<file path="src/rtl/alu_mc.sv">
// Multi-cycle integer ALU with valid/ready handshakes, iterative 1-bit/cycle shifts.
// Optional shift-add multiplier for op 4'hE, enabled by defining ALU_MUL_EN.
module alu_mc #(
  parameter int WIDTH = 32
) (
  input  logic             clk,
  input  logic             resetn,
  input  logic             in_valid,
  output logic             in_ready,
  input  logic [3:0]       op,
  input  logic [WIDTH-1:0] src_a,
  input  logic [WIDTH-1:0] src_b,
  output logic             out_valid,
  input  logic             out_ready,
  output logic [WIDTH-1:0] result,
  output logic             result_err,
  output logic             busy
);

  localparam int SHW = $clog2(WIDTH);
  localparam logic [SHW-1:0] CNT_ONE = SHW'(1);

  localparam logic [3:0] OP_ADD = 4'h0;
  localparam logic [3:0] OP_SUB = 4'h1;
  localparam logic [3:0] OP_AND = 4'h2;
  localparam logic [3:0] OP_RA  = 4'h3;
  localparam logic [3:0] OP_OR  = 4'h4;
  localparam logic [3:0] OP_XOR = 4'h5;
  localparam logic [3:0] OP_LS  = 4'h6;
  localparam logic [3:0] OP_RS  = 4'h7;
  localparam logic [3:0] OP_EQ  = 4'h8;
  localparam logic [3:0] OP_NEQ = 4'h9;
  localparam logic [3:0] OP_LT  = 4'hA;
  localparam logic [3:0] OP_LTS = 4'hB;
  localparam logic [3:0] OP_GE  = 4'hC;
  localparam logic [3:0] OP_GES = 4'hD;

`ifdef ALU_MUL_EN
  localparam logic [3:0]     OP_MUL   = 4'hE;
  localparam logic [SHW-1:0] MUL_LAST = SHW'(WIDTH - 1);

  typedef enum logic [1:0] {
    S_IDLE  = 2'd0,
    S_SHIFT = 2'd1,
    S_DONE  = 2'd2,
    S_MUL   = 2'd3
  } state_t;
`else
  typedef enum logic [1:0] {
    S_IDLE  = 2'd0,
    S_SHIFT = 2'd1,
    S_DONE  = 2'd2
  } state_t;
`endif

  state_t           state;
  state_t           next_state;
  state_t           launch_state;
  logic             accept;
  logic [SHW-1:0]   shamt;
  logic             is_shift;
  logic [WIDTH-1:0] fast_result;
  logic             fast_err;
  logic [3:0]       op_reg;
  logic [WIDTH-1:0] work;
  logic [WIDTH-1:0] shifted;
  logic [SHW-1:0]   cnt;
  logic [WIDTH-1:0] result_q;
  logic             err_q;

`ifdef ALU_MUL_EN
  logic [WIDTH-1:0] mplier;
  logic [WIDTH-1:0] acc;
  logic [WIDTH-1:0] partial;
`endif

  assign accept     = in_valid & in_ready;
  assign shamt      = src_b[SHW-1:0];
  assign result     = result_q;
  assign result_err = err_q;

  // Where a freshly accepted op goes: zero-length shifts complete like single-cycle ops.
  always_comb begin
    is_shift     = (op == OP_RA) || (op == OP_LS) || (op == OP_RS);
    launch_state = S_DONE;
    if (is_shift && (shamt != '0)) begin
      launch_state = S_SHIFT;
    end
`ifdef ALU_MUL_EN
    if (op == OP_MUL) begin
      launch_state = S_MUL;
    end
`endif
  end

  always_comb begin
    fast_result = '0;
    fast_err    = 1'b0;
    case (op)
      OP_ADD:  fast_result = src_a + src_b;
      OP_SUB:  fast_result = src_a - src_b;
      OP_AND:  fast_result = src_a & src_b;
      OP_OR:   fast_result = src_a | src_b;
      OP_XOR:  fast_result = src_a ^ src_b;
      OP_RA, OP_LS, OP_RS: fast_result = src_a;
      OP_EQ:   fast_result = {{(WIDTH-1){1'b0}}, src_a == src_b};
      OP_NEQ:  fast_result = {{(WIDTH-1){1'b0}}, src_a != src_b};
      OP_LT:   fast_result = {{(WIDTH-1){1'b0}}, src_a < src_b};
      OP_LTS:  fast_result = {{(WIDTH-1){1'b0}}, $signed(src_a) < $signed(src_b)};
      OP_GE:   fast_result = {{(WIDTH-1){1'b0}}, src_a >= src_b};
      OP_GES:  fast_result = {{(WIDTH-1){1'b0}}, $signed(src_a) >= $signed(src_b)};
`ifdef ALU_MUL_EN
      OP_MUL:  fast_result = '0;
`endif
      default: fast_err = 1'b1;
    endcase
  end

  always_comb begin
    case (op_reg)
      OP_RA:   shifted = {work[WIDTH-1], work[WIDTH-1:1]};
      OP_LS:   shifted = {work[WIDTH-2:0], 1'b0};
      default: shifted = {1'b0, work[WIDTH-1:1]};
    endcase
  end

`ifdef ALU_MUL_EN
  assign partial = acc + (mplier[0] ? work : '0);
`endif

  always_ff @(posedge clk or negedge resetn) begin
    if (!resetn) begin
      state <= S_IDLE;
    end else begin
      state <= next_state;
    end
  end

  always_comb begin
    next_state = state;
    case (state)
      S_IDLE:  if (in_valid) next_state = launch_state;
      S_SHIFT: if (cnt == CNT_ONE) next_state = S_DONE;
`ifdef ALU_MUL_EN
      S_MUL:   if (cnt == MUL_LAST) next_state = S_DONE;
`endif
      S_DONE:  if (out_ready) next_state = in_valid ? launch_state : S_IDLE;
      default: next_state = S_IDLE;
    endcase
  end

  always_comb begin
    in_ready  = (state == S_IDLE) || ((state == S_DONE) && out_ready);
    out_valid = (state == S_DONE);
    busy      = (state != S_IDLE);
  end

  // result_q only changes when an op completes, so no partial value is ever visible.
  always_ff @(posedge clk or negedge resetn) begin
    if (!resetn) begin
      op_reg   <= '0;
      work     <= '0;
      cnt      <= '0;
      result_q <= '0;
      err_q    <= 1'b0;
`ifdef ALU_MUL_EN
      mplier   <= '0;
      acc      <= '0;
`endif
    end else if (accept) begin
      op_reg <= op;
      work   <= src_a;
      cnt    <= shamt;
`ifdef ALU_MUL_EN
      if (op == OP_MUL) begin
        cnt    <= '0;
        mplier <= src_b;
        acc    <= '0;
      end
`endif
      if (launch_state == S_DONE) begin
        result_q <= fast_result;
        err_q    <= fast_err;
      end
    end else begin
      case (state)
        S_SHIFT: begin
          work <= shifted;
          cnt  <= cnt - CNT_ONE;
          if (cnt == CNT_ONE) begin
            result_q <= shifted;
            err_q    <= 1'b0;
          end
        end
`ifdef ALU_MUL_EN
        S_MUL: begin
          acc    <= partial;
          work   <= work << 1;
          mplier <= mplier >> 1;
          cnt    <= cnt + CNT_ONE;
          if (cnt == MUL_LAST) begin
            result_q <= partial;
            err_q    <= 1'b0;
          end
        end
`endif
        default: begin
        end
      endcase
    end
  end

endmodule

</file>
<file path="config.mk">
export PLATFORM = sky130hd
export DESIGN_NAME = alu_mc
export DESIGN_NICKNAME = d
export VERILOG_FILES = /design/src/rtl/alu_mc.sv
export SDC_FILE = /design/constraint.sdc
export NUM_CORES = 1
export LEC_CHECK = 0
export BUFFER_PORTS_ARGS = -buffer_cell sky130_fd_sc_hd__buf_2
export CAP_MARGIN = 0
export CORE_ASPECT_RATIO = 0.5
export CORE_MARGIN = 1
export CORE_UTILIZATION = 65
export CTS_CLUSTER_SIZE = 25
export DETAILED_ROUTE_END_ITERATION = 7
export PLACE_DENSITY = 0.95
export SYNTH_ARGS = -nofsm -noshare
export SYNTH_HDL_FRONTEND = slang
export SYNTH_SLANG_ARGS = --single-unit
</file>
<file path="constraint.sdc">
create_clock -name clk -period 6.45 [get_ports clk]
set_input_delay 1.29 -clock clk [delete_from_list [all_inputs] [get_ports clk]]
set_output_delay 1.29 -clock clk [all_outputs]
set_load 0.05 [all_outputs]
</file>
== After elaboration in Yosys (flattened, before gate mapping) ==
Cells that the tools add are included.
Word-level totals
  input bits: 72
  bits in registers: 76
  word-level logic and storage cells: 78
Operators by class
  magnitude comparators: 4
  reductions and logical operators: 15
  bitwise operators: 4
  $add $sub $neg: 3
  equal/unequal tests: 25
  muxes and demuxes: 21
Operators with widths (count)
  one-hot mux 32 bit (12 select lines): 1
  two-way mux 32 bit: 6
  >= comparator 32 bit: 2
  less-than comparator 32 bit: 2
  one-hot mux 32 bit (2 select lines): 1
  adder 32 bit: 1
  bitwise AND 32 bit: 1
  equality test 32 bit: 1
  != test 32 bit: 1
  OR 32 bit: 1
  subtractor 32 bit: 1
  XOR 32 bit: 1
  equality test 4 bit, second input constant: 6
  equality test 4 x 3 -> 1 bit, second input constant: 5
  OR reduction 14 bit: 1
  equality test 4 x 2 -> 1 bit, second input constant: 3
  two-way mux 2 bit: 5
  two-way mux 5 bit: 2
  one-hot mux 2 bit (3 select lines): 1
  AND reduction 3 bit: 2
  nonzero test 2 bit: 3
  equality test 5 x 1 -> 1 bit, second input constant: 1
  two-way mux 1 bit: 5
  nonzero test 5 bit: 1
  other kinds (12): 18

== Depth between registers and ports, before layout ==
Gate-level depths: netlist (run 1).
  word-level depth: 8
  gate-level depth with buffers: 14
  mapped depth without buffers: 14

== Least setup slack after synthesis (run 1) ==
Ideal clock, no wire load.
  path type: in2reg
  start: in src_a[0]
  end: reg result_q[28] (netlist: result[28])
  cell stages on the path: 12
  arrival time: 3.681 ns
  path slack: 2.639 ns
  setup time: 0.129 ns
  path through: ha_1 fa_1 a211oi_1 nor2_1 o311ai_1 a31oi_1 o41ai_2 o31ai_1 a41oi_1 nand3_1 o211ai_1 a31oi_1
On the way
  cells in the longest elaborated chain, start to end: 4
  elaborated cells between the ends (all ways): 5
  those cells by class: 2 x add/sub; 3 x mux
RTL lines
  start: declaration: RTL line 11  | input logic [WIDTH-1:0] src_a,
  subtractor 32 bit / adder 32 bit (equally long branches): RTL line 101, 100
  one-hot mux 32 bit (12 select lines) (*): RTL line 99  | case (op)
  two-way mux 32 bit (*): RTL line 181  | if (launch_state == S_DONE) begin
  two-way mux 32 bit (*): RTL line 170  | end else if (accept) begin
  end signal: assignment: RTL line 182  | result_q <= fast_result;
  end signal: assignment: RTL line 191  | result_q <= shifted;
  end: declaration: RTL line 68  | logic [WIDTH-1:0] result_q;
Mark *: on every way between the ends. The rest lies on a longest branch, timed or not. The select of a mux whose other input is x is not followed.
A chain may end at the register's enable or synchronous reset.

== Worst setup path after layout (run 1) ==
  start: in src_a[0]
  end: reg result_q[30] (netlist: result[30])
The elaborated chain is that of the path after synthesis.

==> flow_metrics.tcl, run 1 <==
set metrics [dict create \
    vias_per_cell 6.99 \
    drv_slew 0 \
    die_w_um 169 \
    cap_violations 0 \
    root_buffer "clkbuf_16" \
    ios 108 \
    clk_latency_ps 350 \
    p_leak_nw 4.59 \
    ctsResizeCount 0 \
    std_cell_rows 29 \
    tns_ps 0 \
    dieArea_sq_um 14400 \
    power.density_nw_per_um2 312 \
    layout-drive-gt1-share 0.122 \
    ys_seq_area_frac 0.211 \
    hold_violations 0 \
    rsz0062_at_grt "no" \
    cts_buffers 9 \
    routedWlPerCell_um 22.2 \
    ys_ff_latch 76 \
    insertedDiodeCount 0 \
    syn_avg_cell_area_sq_um 7.22 \
    synth_ff_type "dfrtp_1" \
    synth_top_cell_area_share 0.211 \
    nets 1478 \
    cp.arrival_ps 4710 \
    yosys.area.top_type "dfrtp_1" \
    syn_nets 1423 \
    layout_min_cycle_time_ps 4470 \
    wl_mm 33.2 \
    worstPathRequired_ps 6690 \
    port_buffers 107 \
    path_clk_slew_ps 70 \
    worstMarginPinSlew_ps 1180 \
    cts_max_level 3 \
    synth-edff-count 0 \
    design.core.area_sq_um 13100 \
    crit_type "primary input to flip-flop" \
    drtAntennaViolNets 0 \
    fmax_mhz 223 \
    start_util 0.688 \
    syn2layout_area_growth_pct 9.76 \
    grtUsageTotal 0.467 \
    drt_iter0_markers 1474 \
    synthCells 1248 \
    synth.distinct_cells 75 \
    clock_skew_ps 13.4 \
    async_flop_share 1.00 \
    finalSetupViolations 0 \
    hold_path.class "flip-flop to flip-flop" \
    clock_sinks 76 \
    syn_area_sq_um 9010 \
    relSlewSlack 0.217 \
    status "completed" \
    dp_slack_ps 1860 \
    grt_pass1_vias 9963 \
    drc 0 \
    synth_area_leaders "dfrtp_1, ha_1, nand2_1, a21oi_1, o21ai_0" \
    fin_util 0.755 \
    gp_congestion 1.06 \
    cts_tree "built" \
    worstPathMaxFanout 4 \
    cts_buffer_depth 2 \
    fin_ws_ps 1980 \
    drt_pass1_iterations 7 \
    postCtsSetupRepairBufs 0 \
    cts.hold.buffers_added 0 \
    antenna_found_initial 1 \
    r2r_setup_slack_ps 2900 \
    crit_path_start_kind "primary input" \
    grt-ovfl-total 0 \
    peakVddDrop_uv 210 \
    yosysWarnings 0 \
    grt_max_degree 77 \
    grt_pass1_wl_mm 52.1 \
    hpwl_mm 23.8 \
    period_share 0.694 \
    vias 10448 \
    die_y_um 85.3 \
    cp-end-kind "flip-flop" \
]
==> layer usage <==
layer  routed length [um]  GRT usage  share of wire  up-vias
met4                 1340      0.243          0.040        2
met2                13600      0.682           0.41      841
met3                 4920      0.128           0.15      107
li1                     -          -              -     4615
met1                13300      0.630           0.40     4883
met5                    9          0        0.00027        -
==> path summary, 6_finish.rpt <==
path	to	cells past startpoint	from
setup / recovery	result[30]	15	src_a[0]
hold / removal	result[2]	2	result[2]
setup reg to reg	result[6]	7	state[0]
hold reg to reg	result[2]	2	result[2]
max in group asynchronous	work[18]	1	resetn
min in group asynchronous	cnt[2]	1	resetn
==> cells in the mapped netlist, types with 4 or more instances <==
cell type	count
nand2_1	183
a21oi_1	113
ha_1	101
inv_1	100
nor2_1	100
o21ai_0	91
dfrtp_1	76
clkbuf_1	53
a22oi_1	45
nor3_1	29
o211ai_1	29
a21o_1	18
nand3_1	18
a31oi_1	17
mux2i_1	17
buf_2	16
xnor2_1	16
a221oi_1	15
a211oi_1	12
o221ai_1	11
o31ai_1	11
o21bai_1	10
buf_1	9
nor2b_1	9
o21ai_1	9
or3_1	9
a221o_1	8
nor4_1	8
nand4_1	7
a211o_1	6
a311oi_1	6
nand2b_1	6
o22ai_1	6
a2111oi_0	5
a41oi_1	5
and2_1	4
and3_1	4
o21a_1	4
==> where the power goes <==
group | total [mW] | switching (mW) | internal (mW)
sequential | 0.886 | 0.194 | 0.693
combinational | 1.66 | 1.17 | 0.485
clock | 0.538 | 0.235 | 0.302
==> worst max-delay path, cell delays in order <==
cell      delay, ps
buf_2           120
inv_1           110
ha_1            210
inv_1            60
fa_1            380
nor2b_1         150
o21bai_1        170
a21oi_1         120
o21ai_0         430
nand2_1         230
a31oi_1         480
o211ai_1        280
nor4_1          240
a41oi_1          90
a311oi_1        330
==> through the flow <==
| stage | hold slack (ps) | power (mW) | instances | instance area [sq um] |
|---|---|---|---|---|
| floorplan | 439 | 2.00 | 1248 | 9010 |
| global placement | 454 | 2.43 | 1478 | 9600 |
| detailed placement | 466 | 2.49 | 1478 | 9600 |
| CTS | 481 | 3.02 | 1494 | 9890 |
| global route | 507 | 3.22 | 1494 | 9890 |
| finish | 481 | 3.08 | 1494 | 9890 |
==> logic make-up after synthesis <==
| family | after synthesis | synth area share |
|---|---|---|
| flops | 76 | 0.211 |
| buf+inv | 181 | 0.0785 |
| xor+xnor | 19 | 0.0185 |
| mux | 17 | 0.0189 |
| simple gates | 396 | 0.193 |
| fa+ha+maj | 103 | 0.145 |
| compound gates | 456 | 0.336 |
==> layout by cell type (no fill, tap or decap), types with 12 or more instances in the layout <==
cell type / Yosys / routed
o211ai_1: 29 / 29
nand3_1: 18 / 18
xnor2_1: 16 / 16
buf_4: 0 / 17
dfrtp_1: 76 / 76
inv_1: 100 / 100
nor3_1: 29 / 28
a22oi_1: 45 / 44
a21oi_1: 113 / 113
a21o_1: 18 / 18
a211oi_1: 12 / 12
ha_1: 101 / 101
mux2i_1: 17 / 17
buf_2: 16 / 106
nand2_1: 183 / 183
a31oi_1: 17 / 17
o21ai_0: 91 / 91
nor2_1: 100 / 98
a221oi_1: 15 / 15
==> cell type report <==
| class | count | area, sq um |
|---|---|---|
| fillers | 1041 | 3210 |
| clock inverters | 5 | 60.1 |
| well taps | 186 | 233 |
| repair buffers | 123 | 658 |
| flip-flops and latches | 76 | 1900 |
| clock buffers | 11 | 233 |
| multi-input cells | 991 | 6420 |
| inverters | 102 | 383 |
Note: power is estimated with default switching activity, not from simulation.
==> inputs of run 2 (changes only) <==
- CORE_UTILIZATION: 65 -> 55
- PLACE_DENSITY: 0.95 -> 0.89
- clock period: 6.45 -> 3.78 ns (I/O delays scaled with it)
==> flow_metrics.tcl, run 2 (synthesis results as in run 1) <==
set metrics [dict create \
    grt-ovfl-total 0 \
    crit_path_start_kind "primary input" \
    p_leak_nw 5.38 \
    grt_pass1_wl_mm 60.9 \
    power.density_nw_per_um2 504 \
    port_buffers 107 \
    rsz0062_at_grt "no" \
    final_cell_mix "nand2_1, buf_4, a21oi_1" \
    cts_max_level 3 \
    std_cell_rows 32 \
    status "completed" \
    drtAntennaViolNets 0 \
    drt_pass1_iterations 7 \
    final_common_cell "nand2_1" \
    vias_per_cell 6.77 \
    holdPathStages 2 \
    cts_buffer_depth 2 \
    clk_latency_ps 360 \
    dieArea_sq_um 16900 \
    cap_violations 0 \
    finalSetupViolations 0 \
    tns_ps 0 \
    min-delay-start "op_reg[1]" \
    relSlewSlack 0.328 \
    drc 0 \
    routedWlPerCell_um 23.9 \
    hold_violations 0 \
    clock_skew_ps 7.38 \
    nets 1630 \
    reg2reg_to "result[20]" \
    grt_max_degree 77 \
    hold_path.class "flip-flop to flip-flop" \
    worstPathMaxFanout 3 \
    dp_slack_ps -162 \
    r2r.worst_path.cells 7 \
    worstMarginPinSlew_ps 1010 \
    die_w_um 183 \
    fin_ws_ps 122 \
    drt_iter0_markers 1882 \
    cp.arrival_ps 3910 \
    drv_slew 0 \
    gp_congestion 1.05 \
    grtUsageTotal 0.479 \
    fmax_mhz 273 \
    path_clk_slew_ps 70 \
    ios 108 \
    switching_share 0.508 \
    layout_min_cycle_time_ps 3660 \
    peakVddDrop_uv 324 \
    antenna_found_initial 1 \
    start_util 0.574 \
    vias 11384 \
    hpwl_mm 31.3 \
    power.net_switching_mw 2.86 \
    clock_sinks 76 \
    grt_pass1_vias 10378 \
    layout-drive-gt1-share 0.217 \
    combPwrFrac 0.557 \
    seqPwrFrac 0.265 \
    cts_buffers 9 \
    period_share 0.968 \
    dp_cells 1665 \
    r2r_setup_slack_ps 890 \
    syn2layout_area_growth_pct 23.9 \
    worstHoldEndpoint "op_reg[1]" \
    design.core.area_sq_um 15700 \
    root_buffer "clkbuf_16" \
    finalNonFillerCells 1682 \
    crit_type "primary input to flip-flop" \
    cts_tree "built" \
    die_y_um 92.5 \
    wl_mm 40.2 \
    cp-end-kind "flip-flop" \
    clkPwrFrac 0.178 \
    r2r-start "cnt[1]" \
    worstPathRequired_ps 4030 \
    cell_internal_pwr_mw 2.76 \
]
-- run 2: area by class of cell --
cell class	instances	area [sq um]
inverters	102	383
diodes	1	2.50
repair buffers	275	1800
fillers	1346	4540
flip-flops and latches	76	1900
clock inverters	7	106
well taps	221	277
clock buffers	9	225
multi-input cells	991	6460
-- run 2: worst max-delay path: stages --
cell and delay, ps:
buf_2 120, inv_1 70, ha_1 180, inv_1 70, fa_1 390, nor2b_1 160, o21bai_1 160, a21oi_1 120
o21ai_0 160, buf_4 160, nand2_1 140, a21boi_1 250, o221ai_1 300, xnor2_1 400, mux2i_1 130, o41ai_1 340
-- run 2: worst max-delay path by stage --
| stage | start | endpoint | slack [ps] | cells after the start |
|---|---|---|---|---|
| floorplan | src_a[0] | result[28] | 500 | 12 |
| global placement | src_a[0] | result[12] | -100 | 17 |
| detailed placement | src_a[4] | result[26] | -160 | 15 |
| CTS | src_a[4] | result[26] | 180 | 15 |
| global route | src_b[0] | result[26] | 20 | 14 |
| finish | src_a[0] | result[0] | 120 | 16 |
-- run 2: layer usage --
layer  up-vias  global-route usage  share of wire
met5         -              0.0523         0.0028
met2       991               0.631           0.37
met1      5318               0.694           0.41
li1       4922                   -              -
met4         2               0.138          0.031
met3       151               0.191           0.18
-- run 2: per-stage QoR --
stage / hold WS, ps / power, mW / util / instance area (sq um)
CTS: 486 / 5.47 / 0.708 / 11100
floorplan: 439 / 3.41 / - / 9010
global route: 520 / 5.86 / 0.711 / 11200
finish: 484 / 5.62 / 0.711 / 11200
global placement: 455 / 4.38 / 0.687 / 10800
detailed placement: 465 / 4.46 / 0.687 / 10800
-- run 2: power by group through the flow --
stage                     clock (mW)  combinational (mW)  sequential (mW)
after global routing            1.02                3.32             1.52
after detailed placement           0                2.99             1.47
final                           1.00                3.13             1.49
after floorplan                    0                1.43             1.98
after global placement             0                2.92             1.46
after CTS                      0.995                3.01             1.47
-- run 2: repair_timing --
action | 4_1_cts | 5_1_grt
hold buffers | 0 | 0
setup buffers | 0 | 0
resized for setup | 0 | 7
setup endpoints to repair | 0 | 8
